[src/rtl/mult_seq_pkg.sv]
// mult_seq_pkg: shared constants for the iterative multiplier sequencer.
//   - ALU operation select codes driven on alu_operation
//   - FSM state encoding
//   - CNT_W: iteration counter width (log2 of the 32-bit operand width)
package mult_seq_pkg;

  localparam int CNT_W = 5;

  localparam logic [1:0] ALU_AND = 2'b00;
  localparam logic [1:0] ALU_OR  = 2'b01;
  localparam logic [1:0] ALU_ADD = 2'b10;

  typedef enum logic [1:0] {
    IDLE = 2'b00,
    CALC = 2'b01,
    DONE = 2'b10
  } state_t;

endpackage

[src/rtl/mult_seq.sv]
// mult_seq: iterative 32x32 unsigned shift-and-add multiplier that borrows
// the EX-stage ALU through the alu_* ports (one ADD per CALC cycle).
//
// Handshake: start is sampled only in IDLE or DONE; an accepted start captures
// a/b and moves to CALC. busy is high for the 32 CALC cycles, then done pulses
// for exactly one cycle. A start seen in the done cycle launches the next
// product with no idle gap. start during CALC is ignored.
//
// Ports:
//   clk, reset            clock, synchronous active-high reset
//   start, a, b           request pulse and operands
//   busy, done            CALC indicator, one-cycle completion pulse
//   hi, lo                product[63:32], product[31:0]
//   alu_in1, alu_in2,
//   alu_operation,
//   alu_cin, alu_binvert  drive to the shared external ALU
//   alu_result, alu_carry sum and carry-out returned by the ALU
module mult_seq #(
  parameter int WIDTH = 32,
  parameter int CNT_W = mult_seq_pkg::CNT_W
) (
  input  logic             clk,
  input  logic             reset,
  input  logic             start,
  input  logic [WIDTH-1:0] a,
  input  logic [WIDTH-1:0] b,
  output logic             busy,
  output logic             done,
  output logic [WIDTH-1:0] hi,
  output logic [WIDTH-1:0] lo,
  output logic [WIDTH-1:0] alu_in1,
  output logic [WIDTH-1:0] alu_in2,
  output logic [1:0]       alu_operation,
  output logic             alu_cin,
  output logic             alu_binvert,
  input  logic [WIDTH-1:0] alu_result,
  input  logic             alu_carry
);

  import mult_seq_pkg::*;

  state_t             state;
  logic [WIDTH-1:0]   mcand;
  logic [WIDTH-1:0]   p_hi;
  logic [WIDTH-1:0]   p_lo;
  logic [CNT_W-1:0]   cnt;

  logic accept;
  assign accept = start && (state == IDLE || state == DONE);

  // FSM, counter and partial-product shift register.
  // Each CALC step: {carry, sum} is the 33-bit partial sum; shifting it right
  // by one into p_hi and pushing sum[0] into the top of p_lo keeps the carry.
  always_ff @(posedge clk) begin
    if (reset) begin
      state <= IDLE;
      mcand <= '0;
      p_hi  <= '0;
      p_lo  <= '0;
      cnt   <= '0;
    end else begin
      case (state)
        CALC: begin
          p_hi <= {alu_carry, alu_result[WIDTH-1:1]};
          p_lo <= {alu_result[0], p_lo[WIDTH-1:1]};
          cnt  <= cnt + CNT_W'(1);
          if (cnt == CNT_W'(WIDTH - 1)) begin
            state <= DONE;
          end
        end
        default: begin
          // IDLE and DONE: hold the product unless a new request arrives.
          if (accept) begin
            mcand <= a;
            p_hi  <= '0;
            p_lo  <= b;
            cnt   <= '0;
            state <= CALC;
          end else begin
            state <= IDLE;
          end
        end
      endcase
    end
  end

  // Status and product are decoded from registers only.
  assign busy = (state == CALC);
  assign done = (state == DONE);
  assign hi   = p_hi;
  assign lo   = p_lo;

  // ALU drive is forced to constant zeros outside CALC so the ALU stays quiet.
  assign alu_in1       = busy ? p_hi : '0;
  assign alu_in2       = (busy && p_lo[0]) ? mcand : '0;
  assign alu_operation = ALU_ADD;
  assign alu_cin       = 1'b0;
  assign alu_binvert   = 1'b0;

endmodule

[config.mk]
export PLATFORM = sky130hd
export DESIGN_NAME = mult_seq
export DESIGN_NICKNAME = d
export VERILOG_FILES = /design/src/rtl/mult_seq_pkg.sv /design/src/rtl/mult_seq.sv
export SDC_FILE = /design/constraint.sdc
export NUM_CORES = 1
export LEC_CHECK = 0
export CAP_MARGIN = 20
export CORE_ASPECT_RATIO = 0.75
export CORE_MARGIN = 4
export CORE_UTILIZATION = 39
export DETAILED_ROUTE_END_ITERATION = 16
export HOLD_SLACK_MARGIN = 0.15
export PLACE_DENSITY = 0.79
export SYNTH_ARGS = -nofsm -noshare
export SYNTH_HDL_FRONTEND = slang
export SYNTH_SLANG_ARGS = --single-unit
[constraint.sdc]
create_clock -name clk -period 1.6 [get_ports clk]
set_input_delay 0.24 -clock clk [delete_from_list [all_inputs] [get_ports clk]]
set_output_delay 0.24 -clock clk [all_outputs]
set_load 0.02 [all_outputs]
# Yosys cells after proc, flatten, opt, wreduce, memory -nomap -nowiden
# Cells that the tools add are included.
[classes]
bitwise_logic = 1
reduce_logical = 6
add_sub_neg = 1
eq_ne = 4
mux = 11
[ops]
columns = ["cell", "n"]
rows = [
  ["$mux W32", 6],
  ["$mux W5", 2],
  ["$add A5 B1 Y5 const B", 1],
  ["$eq A5 B5 Y1 const B", 1],
  ["$mux W2", 2],
  ["$eq A2 B1 Y1 const B", 1],
  ["$eq A2 B2 Y1 const B", 1],
  ["$logic_and A1 B1 Y1", 2],
  ["$logic_not A2 Y1", 1],
  ["$ne A2 B1 Y1 const B", 1],
  ["$reduce_and A2 Y1", 1],
  ["$reduce_bool A2 Y1", 1],
  ["$logic_or A1 B1 Y1", 1],
  ["$mux W1", 1],
  ["$not A1 Y1", 1],
]
[word_totals]
out_inout_bits = 134
ff_bits = 103

# Depth between registers and ports, before layout
[depth]
depth_word = 5
ltp_mapped = 7

# Least setup slack after synthesis
# Ideal clock, no wire load.
[synth_timing]
path_type = "register to output"
from = "reg state[0]"
to = "out alu_in1[10]"
path_stages_with_launch = 8
required_time_ps = 1360
arrival_ps = 1242
slack_ps = 118
path_buffers = 4
cell_sequence = "dfxtp_1 nand2b_1 buf_4 inv_4 buf_6 buf_6 buf_2 and2_1"
[synth_between]
elab_chain_cells = 2
[synth_rtl]
columns = ["element", "line", "source"]
rows = [
  ["from (decl)", "mult_seq.sv:42", "state_t state;"],
  ["from (signal assigned)", "mult_seq.sv:56", "state <= IDLE;"],
  ["from (signal assigned)", "mult_seq.sv:68", "state <= DONE;"],
  ["from (signal assigned)", "mult_seq.sv:78", "state <= CALC;"],
  ["$eq A2 B1 Y1", "mult_seq.sv:88", "assign busy = (state == CALC);"],
  ["$mux W32", "mult_seq.sv:94", "assign alu_in1 = busy ? p_hi : '0;"],
  ["to (decl)", "mult_seq.sv:31", "output logic [WIDTH-1:0] alu_in1,"],
]
# No other way between the ends.

# Worst setup path in the final report
[layout_timing]
from = "reg state[1]"
to = "out alu_in2[13]"
[layout_between]
elab_chain_cells = 3
[layout_rtl]
columns = ["element", "line", "source"]
rows = [
  ["$eq A2 B1 Y1", "mult_seq.sv:88", ""],
  ["$logic_and A1 B1 Y1", "mult_seq.sv:95", "assign alu_in2 = (busy && p_lo[0]) ? mcand : '0;"],
  ["$mux W32", "mult_seq.sv:95", ""],
  ["to (decl)", "mult_seq.sv:32", "output logic [WIDTH-1:0] alu_in2,"],
]
# No other way between the ends.

==> results.md <==
- Vias: 4,333
- Die Span Y: 97.66 um
- Die Wd: 127.5 um
- Hold Vio Cnt, Final: 0
- Max frequency: 593.4 MHz
- Hold WS: 274.4 ps
- Pwr/cell area: 911.0 nW/um^2
- Violated checks: negative setup slack
- Seq/Total Area, Yosys: 49.33%
- Critical path launch point: state[1]
- Period utilization: 105.3%
- Clock sink total: 103
- EDFF count, synth: 0
- CP max stage delay: 320 ps
- Crit. End Element: output port
- Cell mode on critical path: buf_6
- DR WL/cell: 17.25 um
- H-tree depth: 3
- Min cycle time layout: 1685 ps
- Placed cell area: 6618 sq um
- Worst-path cell chain: nand2b_4 -> inv_8 -> buf_12 -> buf_6 -> and3_4 -> buf_6
- Io pins: 234
- Status: finished with violations
- Clk pin slew, worst setup/hold paths: 80 ps
- RSZ-0062 raised after global routing: yes
- Pre-Repair DR Iteration Count: 5
- Die ar.: 12,460 sq um
- PortBufs: 229
- Tot GR Track Use: 21.92%
- Post-synth ARST share: 0%
- Final setup fails: 24
- Levels on crit path: 6
- Final GP Congestion: 0.8397
- CTS tree: done
- Crit Path Category: reg2out
- Leak Pwr: 3.545 nW
- HPWL after DPL: 9974 um
- Iter 0 DRT Violations: 348
- First-pass GRT wire length: 22,180 um
- Hold path start: reset
- P&R area growth vs syn: 66.93%
- Largest net degree at the start of global routing: 59
- Total wire length: 14,220 um
- Vias in the first global route: 4,255
- YS warnings: 0
- Synth Register Bits: 103
- Synthesized cell area: 4180 sq um
- Fin area: 6978 sq um
- Clk root buf: clkbuf_16
- Reg2reg path depth: 4
- CP max-delay cell: dfxtp_2
- Vias per std cell: 5.258
- Hold Path Class: in2reg
- Number of antenna diodes: 0
- CTS Hold Bufs: 0
- Remaining routing DRC violations: 0
- Cell row count: 32
- Avg Cell Area, Syn: 8.932 sq um
- Worst Path Required: 1360 ps
- Layout cells sized above 1: 17.01%
- Fin nets: 785
- Maximum vdd drop: 0.0004907 V
- Bufs on Longest Clock Path: 2
- Core box area: 10,370 sq um
- Fin worst setup slack: -85.24 ps
- Synthesized instance count: 468
- Worst skew pair latency: 340 ps
- Post-synthesis cell type count: 28
- Critical path arrival: 1450 ps
- Final Skew: 7.957 ps
- Hold Path Depth: 2
- Max-cap violation count: 0
- Grt ovf: 0
- Initial antenna violation count: 0
- Post-route ant nets: 0
- Count of final max-slew check failures: 0
- Buf/Inv on CP: 4
- Worst reg2reg startpoint: state[1]
- Pre-CTS WS: -199.3 ps
- Initial core utilization: 40.31%
- Clock buffer count from CTS: 9
- Delay-heaviest family, CP: buffers and inverters
- CP startpoint kind: flop
- Most used flip-flop cell after synthesis: dfxtp_1
- Largest driver fanout on the critical path: 9
cells in the final DEF, fill, tap and decap left out, types with 4 or more instances in the layout:
| cell | synthesis | layout |
|---|---|---|
| and3_1 | 33 | 31 |
| clkdlybuf4s50_1 | 0 | 113 |
| buf_6 | 5 | 15 |
| dlygate4sd2_1 | 0 | 12 |
| nand3_1 | 33 | 33 |
| and2_1 | 33 | 32 |
| dfxtp_1 | 103 | 101 |
| a21oi_1 | 66 | 66 |
| buf_2 | 19 | 13 |
| conb_1 | 2 | 4 |
| buf_4 | 7 | 50 |
| nand2_1 | 64 | 64 |
| a22o_1 | 34 | 34 |
| buf_12 | 0 | 8 |
| a22oi_1 | 32 | 32 |
| dlymetal6s2s_1 | 0 | 37 |
| clkbuf_16 | 0 | 10 |
worst reg2reg max path, cell delays in order (launching register included):
cell and delay [ps]:
dfxtp_2 320, nand2b_4 150, buf_4 370, mux2_2 390, a211oi_1 230
synthesized netlist by cell type (2+ instances only):
cell type | number | area [sq um]
nand2_1 | 64 | 240.2
a22o_1 | 34 | 297.8
nand2b_1 | 3 | 18.77
buf_6 | 5 | 56.30
buf_2 | 19 | 95.09
nor2b_1 | 2 | 12.51
and3_1 | 33 | 206.5
buf_4 | 7 | 52.55
a21oi_1 | 66 | 330.3
clkbuf_1 | 17 | 63.81
and2_1 | 33 | 206.5
conb_1 | 2 | 7.510
clkbuf_2 | 2 | 10.01
dfxtp_1 | 103 | 2062
nand3_1 | 33 | 165.2
a22oi_1 | 32 | 240.2
ha_1 | 2 | 25.02
logic make-up (layout without fill, tap and decap cells):
kind of cell / after synthesis / count (layout) / synth area share [%]
and+or+nand+nor: 174 / 174 / 21.49
adders and majority gates: 2 / 2 / 0.5985
buffers and inverters: 51 / 269 / 6.794
muxes: 2 / 2 / 0.5387
AOI/OAI and AO/OA: 134 / 134 / 21.07
other: 2 / 4 / 0.1797
DFF: 103 / 103 / 49.33
where the power goes:
group | internal (mW) | switching [mW] | leakage (nW)
Sequential | 2.72 | 0.108 | 0.845
Clock | 1.31 | 0.983 | 0.153
Combinational | 0.624 | 0.610 | 2.55
Total | 4.66 | 1.70 | 3.55
path summary, 6_finish.rpt:
| path | endpoint | slack (ps) |
|---|---|---|
| setup / recovery | alu_in2[13] | -90 |
| hold / removal | lo[7] | 270 |
| setup reg to reg | cnt[2] | 40 |
| hold reg to reg | mcand[4] | 450 |
through the flow:
step                      util, %  instances  setup TNS, ps  total power, mW
after CTS                   65.93        823         -687.9            6.410
after floorplan                 -        470              0            3.455
after global placement      63.82        804          -6624            4.078
after global routing        67.29        824          -3973            6.620
after detailed placement    63.82        804         -10320            4.109
final                       67.29        824         -507.4            6.357
flip-flops by register name (all words and copies together) (netlist names):
name and flops:
lo 32, mcand 32, cnt 5, state 2
hi 32
timing repair:
item	4_1_cts	5_1_grt
endpoints found under the setup margin	113	104
cloned	1	1
buffers inserted	3	0
endpoints found under the hold margin	0	0
pin swaps	1	1
resized for setup	340	50
routing by layer:
metal,up-vias,part of all wire [%],track usage (%),wire length (um)
met5,-,0,0,0
met4,0,1.2,5.853,172
met3,16,9.1,7.198,1288
met2,186,48,36.11,6840
met1,2058,42,27.48,5914
li1,2073,-,-,-
layout make-up:
class                   count  area, sq um
flip-flops and latches    103         2064
fillers                   828         3392
clock buffers              11        252.7
clock inverters             5        63.81
well taps                 136        170.2
inverters                   1        11.26
repair buffers            252         2546
multi-input cells         316         1869
Power figures use the tool's default switching activity.
